`config.mk`:
```
export PLATFORM = sky130hd
export DESIGN_NAME = comb_sweep_ctrl
export DESIGN_NICKNAME = d
export VERILOG_FILES = /design/src/rtl/comb_sweep_ctrl.sv
export SDC_FILE = /design/constraint.sdc
export NUM_CORES = 1
export LEC_CHECK = 0
export BUFFER_PORTS_ARGS = -buffer_cell sky130_fd_sc_hd__buf_4
export CAP_MARGIN = 10
export CORE_MARGIN = 5
export CORE_UTILIZATION = 25
export CTS_BUF_LIST = sky130_fd_sc_hd__clkbuf_4 sky130_fd_sc_hd__clkbuf_8
export DETAILED_ROUTE_END_ITERATION = 8
export SLEW_MARGIN = 20
export SYNTH_ARGS = -nofsm -noshare
export SYNTH_HDL_FRONTEND = slang
export SYNTH_SLANG_ARGS = --single-unit
```
`constraint.sdc`:
```
create_clock -name clk -period 2.5 [get_ports clk]
set_input_delay 0.25 -clock clk [delete_from_list [all_inputs] [get_ports clk]]
set_output_delay 0.25 -clock clk [all_outputs]
set_load 0.01 [all_outputs]
```
`src/rtl/comb_sweep_ctrl.sv`:
```
`default_nettype none
// ============================================================================
// Module   : comb_sweep_ctrl
// Brief    : Clocked sweep sequencer that drives every input vector onto the
//            shared A/B/C/D bus, compares all variant outputs and records
//            mismatch statistics plus the truth table of variant 0.
// Revision : 1.0 - initial release
// ============================================================================
module comb_sweep_ctrl #(
    parameter int N_IN   = 4,
    parameter int N_IMPL = 4
) (
    input  logic                   clk,
    input  logic                   rst,
    input  logic                   start,
    input  logic                   abort,
    output logic [N_IN-1:0]        abcd,
    input  logic [N_IMPL-1:0]      y_in,
    output logic                   busy,
    output logic                   done,
    output logic                   result_ok,
    output logic [N_IN:0]          mismatch_cnt,
    output logic                   first_fail_valid,
    output logic [N_IN-1:0]        first_fail_vec,
    output logic [(1<<N_IN)-1:0]   truth_table
);

    localparam logic [N_IN-1:0] LAST_VEC = {N_IN{1'b1}};
    localparam logic [N_IN-1:0] VEC_ONE  = {{(N_IN-1){1'b0}}, 1'b1};
    localparam logic [N_IN:0]   CNT_ONE  = {{N_IN{1'b0}}, 1'b1};
    localparam logic [N_IN:0]   CNT_ZERO = {(N_IN+1){1'b0}};

    typedef enum logic [1:0] {
        ST_IDLE   = 2'd0,
        ST_DRIVE  = 2'd1,
        ST_SAMPLE = 2'd2,
        ST_DONE   = 2'd3
    } state_t;

    state_t          state_q;
    logic            vec_mismatch;
    logic [N_IN:0]   mismatch_cnt_d;

    // Variants agree only when every output bit carries the same value.
    assign vec_mismatch   = (y_in != {N_IMPL{1'b0}}) && (y_in != {N_IMPL{1'b1}});
    assign mismatch_cnt_d = vec_mismatch ? (mismatch_cnt + CNT_ONE) : mismatch_cnt;

    always_ff @(posedge clk) begin
        if (rst) begin
            state_q          <= ST_IDLE;
            abcd             <= '0;
            busy             <= 1'b0;
            done             <= 1'b0;
            result_ok        <= 1'b0;
            mismatch_cnt     <= '0;
            first_fail_valid <= 1'b0;
            first_fail_vec   <= '0;
            truth_table      <= '0;
        end else begin
            case (state_q)
                ST_IDLE: begin
                    done <= 1'b0;
                    if (start) begin
                        state_q          <= ST_DRIVE;
                        abcd             <= '0;
                        busy             <= 1'b1;
                        result_ok        <= 1'b0;
                        mismatch_cnt     <= '0;
                        first_fail_valid <= 1'b0;
                        first_fail_vec   <= '0;
                        truth_table      <= '0;
                    end
                end
                ST_DRIVE: begin
                    if (abort) begin
                        state_q <= ST_IDLE;
                        busy    <= 1'b0;
                    end else begin
                        state_q <= ST_SAMPLE;
                    end
                end
                ST_SAMPLE: begin
                    // Abort discards the sample taken on this edge.
                    if (abort) begin
                        state_q <= ST_IDLE;
                        busy    <= 1'b0;
                    end else begin
                        truth_table[abcd] <= y_in[0];
                        mismatch_cnt      <= mismatch_cnt_d;
                        if (vec_mismatch && !first_fail_valid) begin
                            first_fail_valid <= 1'b1;
                            first_fail_vec   <= abcd;
                        end
                        if (abcd != LAST_VEC) begin
                            abcd    <= abcd + VEC_ONE;
                            state_q <= ST_DRIVE;
                        end else begin
                            state_q   <= ST_DONE;
                            busy      <= 1'b0;
                            done      <= 1'b1;
                            result_ok <= (mismatch_cnt_d == CNT_ZERO);
                        end
                    end
                end
                ST_DONE: begin
                    state_q <= ST_IDLE;
                    done    <= 1'b0;
                end
                default: begin
                    state_q <= ST_IDLE;
                    busy    <= 1'b0;
                    done    <= 1'b0;
                end
            endcase
        end
    end

endmodule
`default_nettype wire
```
==> qor.yml, run 1 <==
status: "complete, no violations"
yosysTopAreaCell: "dfxtp_1"
drt_iter0_drc: 63
reg2reg_to: "result_ok"
synth_cell_types: 38
period_minus_slack_ns: 2.042
worst_slew_margin_rel: 0.6112
max-clock-path-buffers: 2
fin_skew_ns: 0.003986
fmax_ghz: 0.4897
viasPerCell: 4.729
ir_worst_vdd_v: 0.0003133
synth_compound_area_frac: 0.2565
firstDrtPassIters: 4
grt_pass1_wl_um: 7755
gp_congestion: 0.8170
synthAdderAreaFrac: 0.06360
drive_gt1_frac: 0.2132
synth_xor_area_frac: 0.009894
p_comb_frac: 0.356
die_h_um: 94.16
power_mw: 1.596
hold_end: "abcd[3]"
powerDensity_nw_per_um2: 706.7
vias: 1674
start_kind: "register"
synth_top_family_by_area: "compound AO/OA/AOI/OAI gates"
synth_area_leaders: "dfxtp_1, a21oi_1, ha_1"
hold_viol: 0
maxSlewViolCount: 0
drtAntennaViolNets: 0
slowest_delay_ns: 0.46
yosysWarnings: 0
h-tree-depth: 2
io_buffers: 40
clkTransAtPathRegs_ns: 0.07
die_area_um2: 8865
synth_cells: 221
rsz0062_at_grt: "no"
nNetsFinal: 275
ff2ff_path_depth: 6
synthMuxAreaShare: 0.005654
ys.flop_type: "dfxtp_1"
antenna_found_initial: 0
first_global_vias: 1615
cp_slowest_cell: "dfxtp_1"
wl_per_cell_um: 13.20
yosysSeqAreaShare: 0.3958
place_hpwl_um: 3334
hold_start: "start"
start_util: 0.2592
postPlaceCellArea_um2: 2171
hold_depth: 2
cts-resized-gates: 0
hold_class: "in -> reg"
hold_buffers: 0
grt_max_degree: 37
synthSimpleGateAreaFrac: 0.2212
tns_ns: 0
synth_area_per_cell_um2: 8.011
power_frac_seq: 0.383
nFillCells: 749
die_w_um: 94.16
setup_violations: 0
p_clk_frac: 0.261
clk_latency_ns: 0.28
rows: 30
critical_path_class: "reg -> reg"
cp.arrival_ns: 2.28
cts_buffers: 5
crit_fanout: 7
regToRegSetupSlack_ns: 0.46
finalCritPeriodShare: 0.8168
crit_chain: "ha_1 -> nand3_1 -> nor3_1 -> nand2_1 -> a2111oi_1 -> a21o_1"
async_flop_share: 0
worstPathRequired_ns: 2.74
ios: 41
synth.most_common_cell: "a21oi_1"
synth_top_cell_area_share: 0.3958
power.share.switching: 0.3685
core_area_um2: 6832
worst_setup_path_end_kind: "register"
power.leakage_nw: 0.8924
syn_area_um2: 1770
wirelength_um: 4673
clock-root-buffer: "clkbuf_8"
n_antenna_cell: 0
p_switching_mw: 0.5880
numClockSinks: 35
synth_common_cells: "a21oi_1, dfxtp_1, o21ai_0, nor2_1, nand4_1"
area_growth_pct: 27.56
overflow: 0
crit-reg2reg-launch: "abcd[1]"
post_cts_buffers: 0
synth_edf_count: 0
tightest_slew_ns: 0.5770
maxCapViolCount: 0
final_util: 0.3306
cts_tree: "built"
fin_area_um2: 2258
synth-seq-cells: 35
synth_fp_nets: 238
internal_power_mw: 1.008
grt_use_total: 0.1108
drc: 0
==> worst max path at each step <==
stage | start | endpoint
finish | abcd[1] | result_ok
floorplan | state_q[0] | abcd[3]
global route | state_q[0] | abcd[3]
detailed placement | state_q[0] | abcd[3]
CTS | abcd[1] | result_ok
global placement | state_q[0] | abcd[3]
==> state kept, by name, summed over array words and instances, names as in the netlist, 2 cells and up <==
| name | flops |
|---|---|
| abcd | 4 |
| state_q | 2 |
| first_fail_vec | 4 |
| truth_table | 16 |
| mismatch_cnt | 5 |
==> placed cells by master (no fill, tap or decap), types with 2 or more instances in the layout <==
master	instances
a211oi_1	3
a21oi_1	37
a221oi_1	2
a22oi_1	5
a32oi_1	2
and2_1	3
and3_1	2
buf_4	45
clkbuf_8	6
dfxtp_1	35
ha_1	9
inv_1	6
nand2_1	9
nand2b_1	2
nand3_1	4
nand4_1	13
nor2_1	19
nor2b_1	5
nor3_1	5
o21ai_0	22
o21ai_1	3
o31ai_1	2
or3_1	3
xor2_1	2
==> area by class of cell <==
cell class              instances  area (µm²)  share of cell area
clock buffers                   6       82.58             0.03657
clock inverters                 1       5.005            0.002216
inverters                       7       26.28             0.01163
multi-input cells             164       985.9              0.4366
flip-flops and latches         35       700.7              0.3102
well taps                      96       120.1             0.05319
repair buffers                 45       337.8              0.1496
==> routing by layer <==
layer,global-route usage,share of wire
met1,0.1425,0.49
met3,0.02564,0.041
met5,0,0
met2,0.1761,0.45
met4,0.04693,0.016
==> kinds of logic (layout without fill, tap and decap cells) <==
group / count (synthesis) / count (layout)
buffers and inverters: 22 / 59
xor gates and xnor gates: 2 / 2
DFF: 35 / 35
muxes: 1 / 1
AOI/OAI and AO/OA: 80 / 80
adders and majority gates: 9 / 9
and+or+nand+nor: 72 / 72
==> power by group through the flow <==
stage | combinational (mW) | sequential [mW] | clock [mW]
floorplan | 0.375 | 0.626 | 0
global placement | 0.566 | 0.622 | 0
detailed placement | 0.570 | 0.625 | 0
CTS | 0.570 | 0.612 | 0.432
global route | 0.641 | 0.617 | 0.464
finish | 0.568 | 0.611 | 0.417
==> worst max-delay path, delay by kind of cell (launching register included) <==
kind                       cells  cell delay (ns)
and+or+nand+nor                3             0.78
DFF                            1             0.46
adders and majority gates      1             0.31
AOI/OAI and AO/OA              2             0.45
==> through the flow <==
stage          setup WS, ns  std cells  hold slack (ns)
2_1_floorplan        0.6765        221           0.3612
3_3_place_gp         0.5441        347           0.4588
3_5_place_dp         0.4805        347           0.4708
4_1_cts              0.4592        354           0.1885
5_1_grt              0.2244        354           0.2017
6_report             0.4581        354           0.1974
Note: power is estimated with default switching activity, not from simulation.
==> run 2: changes to the inputs <==
==> constraint.sdc (replaced) <==
create_clock -name clk -period 1.65 [get_ports clk]
set_input_delay 0.165 -clock clk [delete_from_list [all_inputs] [get_ports clk]]
set_output_delay 0.165 -clock clk [all_outputs]
set_load 0.01 [all_outputs]
==> qor.yml, run 2 (synthesis gave the netlist of run 1 again) <==
post-place-ws_ns: -0.09303
final_common_cell: "buf_4"
overflow: 0
regToRegSetupSlack_ns: 0.04
nFillCells: 720
place_hpwl_um: 3767
wl_per_cell_um: 13.09
viasPerCell: 4.747
hold_class: "in -> reg"
maxSlewViolCount: 0
nNetsFinal: 312
cts_buffers: 5
route.layer.met1.wl_um: 2365
clkTransAtPathRegs_ns: 0.07
largest_register_ffs: 16
finalCritPeriodShare: 0.9776
hold_buffers: 0
antenna_found_initial: 0
cp_slowest_cell: "dfxtp_4"
drtAntennaViolNets: 0
crit-reg2reg-launch: "state_q[1]"
numClockSinks: 35
fin_area_um2: 2645
cp.arrival_ns: 1.81
die_w_um: 94.16
slowest_delay_ns: 0.36
wl_met2_um: 2313
status: "complete, no violations"
setup_violations: 0
rows: 30
drc: 0
rsz0062_at_grt: "yes"
layout.area.seq_um2: 705.7
cts_tree: "built"
worst_setup_path_end_kind: "register"
clock-root-buffer: "clkbuf_8"
h-tree-depth: 2
ir_worst_vdd_v: 0.0004015
area_growth_pct: 49.40
setup_ws_ns: 0.03689
worst_slew_margin_rel: 0.6783
tightest_slew_ns: 0.4807
fmax_ghz: 0.6199
wirelength_um: 5132
firstDrtPassIters: 4
clk_latency_ns: 0.28
power.leakage_nw: 1.105
crit_chain: "inv_4 -> ha_4 -> nor2b_4 -> o21a_1 -> o21ai_2 -> or3_1 -> a221oi_2"
grt_max_degree: 37
critical_path_class: "reg -> reg"
drive_gt1_frac: 0.3784
drt_iter0_drc: 92
final_util: 0.3872
core_area_um2: 6832
crit_fanout: 3
n_antenna_cell: 0
largest_register: "truth_table"
first_global_vias: 1849
reg2reg_to: "abcd[3]"
gp_congestion: 0.7903
worstPathRequired_ns: 1.85
routed.top_layer: "met4"
hold_depth: 2
die_h_um: 94.16
reg_top3: "truth_table x16, mismatch_cnt x5"
route.met3.wl_um: 393
tns_ns: 0
hold_end: "abcd[3]"
layout_common_cells: "buf_4, a21oi_1, dfxtp_1"
powerDensity_nw_per_um2: 1125
die_area_um2: 8865
vias: 1861
max-clock-path-buffers: 2
start_kind: "register"
timing.hold.ws_ns: 0.09973
ff2ff_path_depth: 7
multi_input_area_um2: 1072
start_util: 0.2592
hold_viol: 0
grt_use_total: 0.1232
ios: 41
period_minus_slack_ns: 1.613
maxCapViolCount: 0
grt_pass1_wl_um: 8721
hold_start: "start"
postPlaceCellArea_um2: 2479
io_buffers: 40
fin_skew_ns: 0.008904
==> run 2: worst max-delay path: cells and delay by family, from the launching register on <==
family	cells	cell delay, ns
and+or+nand+nor	2	0.49
AOI/OAI and AO/OA	3	0.47
DFF	1	0.36
adders and majority gates	1	0.15
buffers and inverters	1	0.06
==> run 2: final cells by class <==
class                   instances  area share
flip-flops and latches         35      0.2668
inverters                       7     0.01325
clock buffers                   7     0.03169
repair buffers                 82      0.2356
clock inverters                 1    0.001892
multi-input cells             164      0.4054
well taps                      96     0.04541
==> run 2: metal layers <==
metal,track usage,vias up
li1,-,953
met1,0.1573,852
met2,0.1950,52
met3,0.03926,4
met4,0.04091,0
met5,0,-
==> run 2: what timing repair did <==
item / CTS / global route
endpoints found under the setup margin: 19 / 29
resized for setup: 8 / 14
pin swaps: 3 / 8
cloned: 0 / 0
buffers inserted: 0 / 2
==> run 2: worst max-delay path by stage <==
stage / start / endpoint / slack (ns) / cells after the start
2_1_floorplan: state_q[1] / abcd[3] / -0.07 / 7
3_3_place_gp: state_q[1] / abcd[3] / -0.09 / 7
3_5_place_dp: state_q[1] / abcd[3] / -0.09 / 7
4_1_cts: state_q[0] / truth_table[7] / -0.001 / 7
5_1_grt: state_q[1] / abcd[3] / -0.04 / 7
6_report: state_q[1] / abcd[3] / 0.04 / 7
==> run 2: power by group <==
group          internal [mW]  leakage, nW  switching (mW)  total, mW
sequential             0.896        0.284          0.0409      0.937
clock                  0.329       0.0491           0.302      0.631
combinational          0.683        0.772           0.725       1.41
==> run 2: stage by stage <==
step,power (mW),std cells
after global placement,2.179,382
final,2.976,392
after floorplan,1.616,221
after CTS,2.862,390
after global routing,3.191,392
after detailed placement,2.188,382
